$ cat config.mk
export PLATFORM = sky130hd
export DESIGN_NAME = mult_arbiter
export DESIGN_NICKNAME = d
export VERILOG_FILES = /design/src/rtl/mult_arb_pkg.sv /design/src/rtl/mult_resp_fifo.sv /design/src/rtl/multiplier_32x32.sv /design/src/rtl/mult_arbiter.sv
export SDC_FILE = /design/constraint.sdc
export NUM_CORES = 2
export LEC_CHECK = 0
export ABC_CLOCK_PERIOD_IN_PS = 17870
export CORE_ASPECT_RATIO = 1.5
export CORE_MARGIN = 2
export CORE_UTILIZATION = 40
export CTS_BUF_LIST = sky130_fd_sc_hd__clkbuf_4 sky130_fd_sc_hd__clkbuf_8
export DETAILED_ROUTE_END_ITERATION = 7
export PLACE_DENSITY_LB_ADDON = 0.1
export SETUP_SLACK_MARGIN = 0.3
export SYNTH_ARGS = -nofsm -noshare
export SYNTH_HDL_FRONTEND = slang
export SYNTH_SLANG_ARGS = --single-unit
$ cat constraint.sdc
create_clock -name clk -period 17.87 [get_ports clk]
set_clock_uncertainty 0.1 [all_clocks]
set_input_delay 3.574 -clock clk [delete_from_list [all_inputs] [get_ports clk]]
set_output_delay 3.574 -clock clk [all_outputs]
set_load 0.03 [all_outputs]
$ cat src/rtl/mult_arb_pkg.sv
// Shared widths, default parameters and helpers for the shared-multiplier arbiter.
package mult_arb_pkg;

   localparam int DEF_NREQ       = 4;
   localparam int DEF_FIFO_DEPTH = 4;
   localparam int DEF_MULT_LAT   = 2;
   localparam int OP_W           = 32;
   localparam int PROD_W         = 64;

   function automatic int id_width(input int n);
      return (n > 1) ? $clog2(n) : 1;
   endfunction

endpackage

$ cat src/rtl/mult_resp_fifo.sv
// First-word-fall-through result FIFO holding {id, product} entries.
module mult_resp_fifo
   import mult_arb_pkg::*;
#(
   parameter int DEPTH = DEF_FIFO_DEPTH,
   parameter int ID_W  = 2
) (
   input  logic                       clk,
   input  logic                       rst,
   input  logic                       wr_en,
   input  logic [ID_W-1:0]            wr_id,
   input  logic [PROD_W-1:0]          wr_prod,
   input  logic                       rd_en,
   output logic [ID_W-1:0]            rd_id,
   output logic [PROD_W-1:0]          rd_prod,
   output logic [$clog2(DEPTH+1)-1:0] count,
   output logic                       full,
   output logic                       empty
);

   localparam int PTR_W = (DEPTH > 1) ? $clog2(DEPTH) : 1;
   localparam int CNT_W = $clog2(DEPTH + 1);

   logic [ID_W+PROD_W-1:0] mem_q [DEPTH];
   logic [PTR_W-1:0]       wr_ptr_q, wr_ptr_d;
   logic [PTR_W-1:0]       rd_ptr_q, rd_ptr_d;
   logic [CNT_W-1:0]       count_q, count_d;
   logic                   do_wr, do_rd;

   // Explicit wrap so non-power-of-two depths work.
   function automatic logic [PTR_W-1:0] ptr_inc(input logic [PTR_W-1:0] p);
      return (p == PTR_W'(DEPTH - 1)) ? '0 : p + PTR_W'(1);
   endfunction

   always_comb begin
      do_wr    = wr_en && (count_q != CNT_W'(DEPTH));
      do_rd    = rd_en && (count_q != '0);
      wr_ptr_d = do_wr ? ptr_inc(wr_ptr_q) : wr_ptr_q;
      rd_ptr_d = do_rd ? ptr_inc(rd_ptr_q) : rd_ptr_q;
      count_d  = count_q;
      if (do_wr && !do_rd) begin
         count_d = count_q + CNT_W'(1);
      end else if (do_rd && !do_wr) begin
         count_d = count_q - CNT_W'(1);
      end
   end

   always_ff @(posedge clk) begin
      if (rst) begin
         wr_ptr_q <= '0;
         rd_ptr_q <= '0;
         count_q  <= '0;
      end else begin
         wr_ptr_q <= wr_ptr_d;
         rd_ptr_q <= rd_ptr_d;
         count_q  <= count_d;
      end
   end

   always_ff @(posedge clk) begin
      if (do_wr) begin
         mem_q[wr_ptr_q] <= {wr_id, wr_prod};
      end
   end

   assign rd_id   = mem_q[rd_ptr_q][ID_W+PROD_W-1:PROD_W];
   assign rd_prod = mem_q[rd_ptr_q][PROD_W-1:0];
   assign count   = count_q;
   assign full    = (count_q == CNT_W'(DEPTH));
   assign empty   = (count_q == '0);

endmodule

$ cat src/rtl/multiplier_32x32.sv
// Pipelined 32x32 unsigned multiplier; product appears LAT edges after operand capture.
module multiplier_32x32
   import mult_arb_pkg::*;
#(
   parameter int LAT = DEF_MULT_LAT
) (
   input  logic              clk,
   input  logic [OP_W-1:0]   mr,
   input  logic [OP_W-1:0]   mc,
   output logic [PROD_W-1:0] prod
);

   logic [PROD_W-1:0] pipe_q [LAT];
   logic [PROD_W-1:0] pipe_d [LAT];

   always_comb begin
      pipe_d[0] = PROD_W'(mr) * PROD_W'(mc);
      for (int k = 1; k < LAT; k++) begin
         pipe_d[k] = pipe_q[k-1];
      end
   end

   // Pure datapath: validity is tracked by the arbiter's tag pipeline.
   always_ff @(posedge clk) begin
      pipe_q <= pipe_d;
   end

   assign prod = pipe_q[LAT-1];

endmodule

$ cat src/rtl/mult_arbiter.sv
// Round-robin arbiter sharing one pipelined multiplier between NREQ requesters,
// with credit-based flow control into a FWFT result FIFO.
module mult_arbiter
   import mult_arb_pkg::*;
#(
   parameter int NREQ       = DEF_NREQ,
   parameter int FIFO_DEPTH = DEF_FIFO_DEPTH,
   parameter int MULT_LAT   = DEF_MULT_LAT
) (
   input  logic                      clk,
   input  logic                      rst,
   input  logic [NREQ-1:0]           req_valid,
   output logic [NREQ-1:0]           req_ready,
   input  logic [NREQ*OP_W-1:0]      req_mr,
   input  logic [NREQ*OP_W-1:0]      req_mc,
   output logic                      resp_valid,
   input  logic                      resp_ready,
   output logic [id_width(NREQ)-1:0] resp_id,
   output logic [PROD_W-1:0]         resp_prod,
   output logic                      busy
);

   localparam int ID_W   = id_width(NREQ);
   localparam int CRED_W = $clog2(FIFO_DEPTH + 1);

   logic [ID_W-1:0]   ptr_q, ptr_d;
   logic [CRED_W-1:0] credit_q, credit_d;
   logic [MULT_LAT:1] tag_vld_q, tag_vld_d;
   logic [ID_W-1:0]   tag_id_q [1:MULT_LAT];
   logic [ID_W-1:0]   tag_id_d [1:MULT_LAT];
   logic [ID_W-1:0]   cand, grant_id;
   logic              grant_found, accept, pop;
   logic [OP_W-1:0]   mult_mr, mult_mc;
   logic [PROD_W-1:0] mult_prod;
   logic              fifo_wr, fifo_full, fifo_empty;
   logic [CRED_W-1:0] fifo_count;
   logic [ID_W-1:0]   fifo_id;
   logic [PROD_W-1:0] fifo_prod;

   always_comb begin
      grant_found = 1'b0;
      grant_id    = '0;
      cand        = '0;
      for (int k = 0; k < NREQ; k++) begin
         cand = ptr_q + ID_W'(k);
         if (!grant_found && req_valid[cand]) begin
            grant_found = 1'b1;
            grant_id    = cand;
         end
      end
   end

   // Tag stage 0 is the accept itself; stages 1..MULT_LAT follow the multiplier.
   always_comb begin
      accept    = !rst && grant_found && (credit_q != '0);
      pop       = resp_valid && resp_ready;
      req_ready = '0;
      mult_mr   = '0;
      mult_mc   = '0;
      if (accept) begin
         req_ready[grant_id] = 1'b1;
         mult_mr = req_mr[grant_id*OP_W +: OP_W];
         mult_mc = req_mc[grant_id*OP_W +: OP_W];
      end
      ptr_d    = accept ? grant_id + ID_W'(1) : ptr_q;
      credit_d = credit_q;
      if (accept && !pop) begin
         credit_d = credit_q - CRED_W'(1);
      end else if (pop && !accept) begin
         credit_d = credit_q + CRED_W'(1);
      end
      tag_vld_d[1] = accept;
      tag_id_d[1]  = grant_id;
      for (int k = 2; k <= MULT_LAT; k++) begin
         tag_vld_d[k] = tag_vld_q[k-1];
         tag_id_d[k]  = tag_id_q[k-1];
      end
   end

   always_ff @(posedge clk) begin
      if (rst) begin
         ptr_q     <= '0;
         credit_q  <= CRED_W'(FIFO_DEPTH);
         tag_vld_q <= '0;
      end else begin
         ptr_q     <= ptr_d;
         credit_q  <= credit_d;
         tag_vld_q <= tag_vld_d;
      end
   end

   always_ff @(posedge clk) begin
      tag_id_q <= tag_id_d;
   end

   multiplier_32x32 #(
      .LAT (MULT_LAT)
   ) u_mult (
      .clk  (clk),
      .mr   (mult_mr),
      .mc   (mult_mc),
      .prod (mult_prod)
   );

   // Credits already exclude overflow; the full guard only backs that up.
   assign fifo_wr = tag_vld_q[MULT_LAT] && !fifo_full;

   mult_resp_fifo #(
      .DEPTH (FIFO_DEPTH),
      .ID_W  (ID_W)
   ) u_fifo (
      .clk     (clk),
      .rst     (rst),
      .wr_en   (fifo_wr),
      .wr_id   (tag_id_q[MULT_LAT]),
      .wr_prod (mult_prod),
      .rd_en   (pop),
      .rd_id   (fifo_id),
      .rd_prod (fifo_prod),
      .count   (fifo_count),
      .full    (fifo_full),
      .empty   (fifo_empty)
   );

   // Reset is synchronous, so outputs are gated to be quiet in the first reset cycle too.
   assign resp_valid = !rst && !fifo_empty;
   assign resp_id    = fifo_id;
   assign resp_prod  = fifo_prod;
   assign busy       = !rst && (accept || (|tag_vld_q) || (fifo_count != '0));

endmodule

==> parameters.txt <==
Parameter                              Value

Outcome
  Status    completed

Hold path
  Hold crit path type    reg2reg
  Worst Hold Depth    0

Setup path
  Critical register-to-register path endpoint    u_mult.pipe_d[61]
  Critical Path Start    req_valid[0]
  CP endpoint    u_mult.pipe_d[61]
  Slowest cell on the critical path    sky130_fd_sc_hd__a31oi_1
  Maximum fanout along the worst path    69
  Slowest stage delay, CP    0.97 ns
  Required time of the worst setup path    18.34 ns
  Crit Path Category    in2reg
  Worst Setup Start Kind    input pin
  Worst reg2reg path startpoint    ptr_q[1]
  Critical Path Sink Type    flop
  Most common cell on crit path    sky130_fd_sc_hd__fa_1
  Worst Path Arrival    14.96 ns
  Count of cells along the worst register-to-register path    31
  Setup slack on the worst flop-to-flop path    6.35 ns

CTS
  Root buffer cell    sky130_fd_sc_hd__clkbuf_8
  Count of H-tree levels built during CTS    2
  CTS tree    yes
  Post-CTS clock slew at the launch and capture registers of the worst setup and hold paths    0.07 ns
  Number of clock sinks seen by CTS    412
  Number of buffers between clock root and the deepest sink    3
  Cts-stage hold buffer count    0
  Post-cts sizing count    0
  Post-CTS setup repair buffer count    0
  Insertion delay of the later-clocked pin in the worst-skew pair    0.67 ns
  Inserted Clock Buffers    52

Synthesis
  Distinct cell type count of the synthesized netlist    84
  Number of nets in the synthesized netlist    6,025
  Largest area contributor in the synthesized netlist    sky130_fd_sc_hd__fa_1
  Predominant post-synthesis flop cell    sky130_fd_sc_hd__edfxtp_1
  Cell types with the largest area share after synthesis    sky130_fd_sc_hd__fa_1 37%, sky130_fd_sc_hd__edfxtp_1 16%, sky130_fd_sc_hd__ha_1 7.1%
  Number of flops mapped to enable cells by yosys    264
  Area share of the leading cell type in the synthesized netlist    37.32%
  Seq/Total Area, Yosys    22.61%
  Average instance area after synthesis    10.50 um2
  Share of async-settable or async-resettable flops after synthesis    0%
  Yosys warnings    0
  Total standard cell area after synthesis    48,170 um2
  Post-synthesis register bit count    412
  Leading cell type by number of instances after synthesis    sky130_fd_sc_hd__fa_1
  Number of instances in the synthesized netlist    4,590
  Top cell types by occurrence after synthesis    898 x sky130_fd_sc_hd__fa_1, 877 x sky130_fd_sc_hd__inv_1, 651 x sky130_fd_sc_hd__nor2_1

STA
  Final max-slew violation count    0
  Final setup fails    0
  Tmin final    14.49 ns
  Total negative slack    0 ns
  Normalized max-slew margin    13.01%
  Worst hold-check slack    0.2220 ns
  RSZ-0062 raised after global routing    false
  Achievable frequency    69.02 MHz
  Final worst-path cycle share    81.08%
  Transition time at the pin with the least slew margin    1.296 ns
  Final Hold Vio Count    0

Floorplanning
  Y dimension of the die    429.0 um
  Area inside the core boundary    119,300 um2
  Initial core utilization    40.39%
  Number of core rows    155
  Top-level port count    335
  Chip width    287.4 um
  Area of the die    123,300 um2

Placed design
  GP Congestion    1.028
  IO Port Bufs    334
  Half-perimeter wire length of the detailed placement result    158.5 mm

Global route
  Global route overflow    0
  Via count of the first global-routing pass    39,170
  GRT Resource Usage Total    32.65%
  Antenna violations before repair    8
  Largest net degree at the start of global routing    70
  Wire length of the first global-routing pass    281.4 mm

Job
  Number of max-cap violations    0

Route
  Final WL    199.2 mm
  Detail-routed via count per cell    5.518
  Number of nets with antenna violations after detailed routing    0
  Initial DRC count    2,969
  WL per Instance    30.61 um
  Number of optimization iterations in the first detailed-route pass    5
  Via total after detailed routing    35,910
  DRC violations left    0

Cells and area
  Area delta synth->final    13.24%
  Layout cells sized above 1    8.107%
  Filler cell count    11,430
  Core occupancy in the finished layout    45.74%
  Total area of multi-input combinational cells    33,110 um2
  Post-layout net count    6,326
  Seq. cell area    10,900 um2
==> cells by family (layout without fill, tap and decap cells) <==
kind of cell             count (synthesis)  count (layout)  synth area share [%]
AND/OR/NAND/NOR                       1352            1352                 11.54
flip-flops                             412             412                 22.61
buffers and inverters                 1066            1410                 8.914
XOR/XNOR                                63              63                 1.145
AO/OA/AOI/OAI                          246             246                 3.330
other                                    0               4                     0
adder cells (fa/ha/maj)               1172            1172                 44.43
multiplexers                           279             279                 8.028
==> through the flow <==
step	worst slack, ns	cell area (um2)	cells
floorplan	5.858	48180	4590
global placement	2.984	53390	6407
detailed placement	2.980	53390	6407
CTS	3.648	54540	6504
global route	3.163	54550	6505
finish	3.382	54550	6508
==> sequential cells by signal, summed over array words and instances (netlist names), named ones only <==
name and flops:
tag_id_d 2, u_fifo.wr_ptr_q 2, credit_q 3, tag_vld_q 2
u_fifo.mem_q 264, ptr_q 2, u_mult.pipe_d 64, u_fifo.rd_ptr_q 2
u_fifo.count 3, u_mult.prod 64, tag_id_q 2
==> cell type report <==
type / instances / share of cell area [%]
Sequential cell: 412 / 19.98
Tap cell: 1570 / 3.601
Clock inverter: 30 / 0.5413
Multi-Input combinational cell: 3112 / 60.69
Timing Repair Buffer: 434 / 7.550
Antenna cell: 4 / 0.01835
Inverter: 879 / 6.048
Clock buffer: 67 / 1.576
==> worst min path at each step <==
stage                            from              end  slack [ns]
detailed placement   u_mult.pipe_d[0]   u_mult.prod[0]        0.21
finish              u_mult.pipe_d[39]  u_mult.prod[39]        0.22
global placement    u_mult.pipe_d[48]  u_mult.prod[48]        0.21
floorplan                 tag_id_d[0]      tag_id_q[0]        0.21
global route        u_mult.pipe_d[51]  u_mult.prod[51]        0.23
CTS                 u_mult.pipe_d[39]  u_mult.prod[39]        0.22
==> worst max-delay path, delay by kind of cell <==
family	cells	cell delay (ns)
compound gates	6	3.06
xor+xnor	1	0.17
fa+ha+maj	9	4.37
buf+inv	7	1.18
mux	1	0.40
simple gates	8	2.06
==> placed cells by master, fill, tap and decap left out, drive strengths merged, types with 15 or more instances in the layout <==
cell / instances
a21o: 29
a21oi: 72
and2: 31
and3: 15
buf: 100
clkbuf: 67
clkdlybuf4s50: 334
clkinv: 22
dfxtp: 148
edfxtp: 264
fa: 898
ha: 274
inv: 882
mux2: 56
mux2i: 157
mux4: 66
nand2: 512
nand3: 21
nor2: 668
nor3: 16
o21ai: 55
o21bai: 15
or2: 22
or3: 22
xnor2: 36
xor2: 27
==> per-layer routing <==
layer | vias up | GRT usage (%) | share of wire [%]
li1 | 14810 | - | -
met1 | 18420 | 37.42 | 35
met2 | 1996 | 53.55 | 47
met3 | 681 | 6.031 | 8.5
met4 | 2 | 25.53 | 9.9
met5 | - | 0 | 0.0065
Power is left out: the tool's default activity adds up to more than one toggle a clock period on the data nets, which glitch-free logic cannot reach.
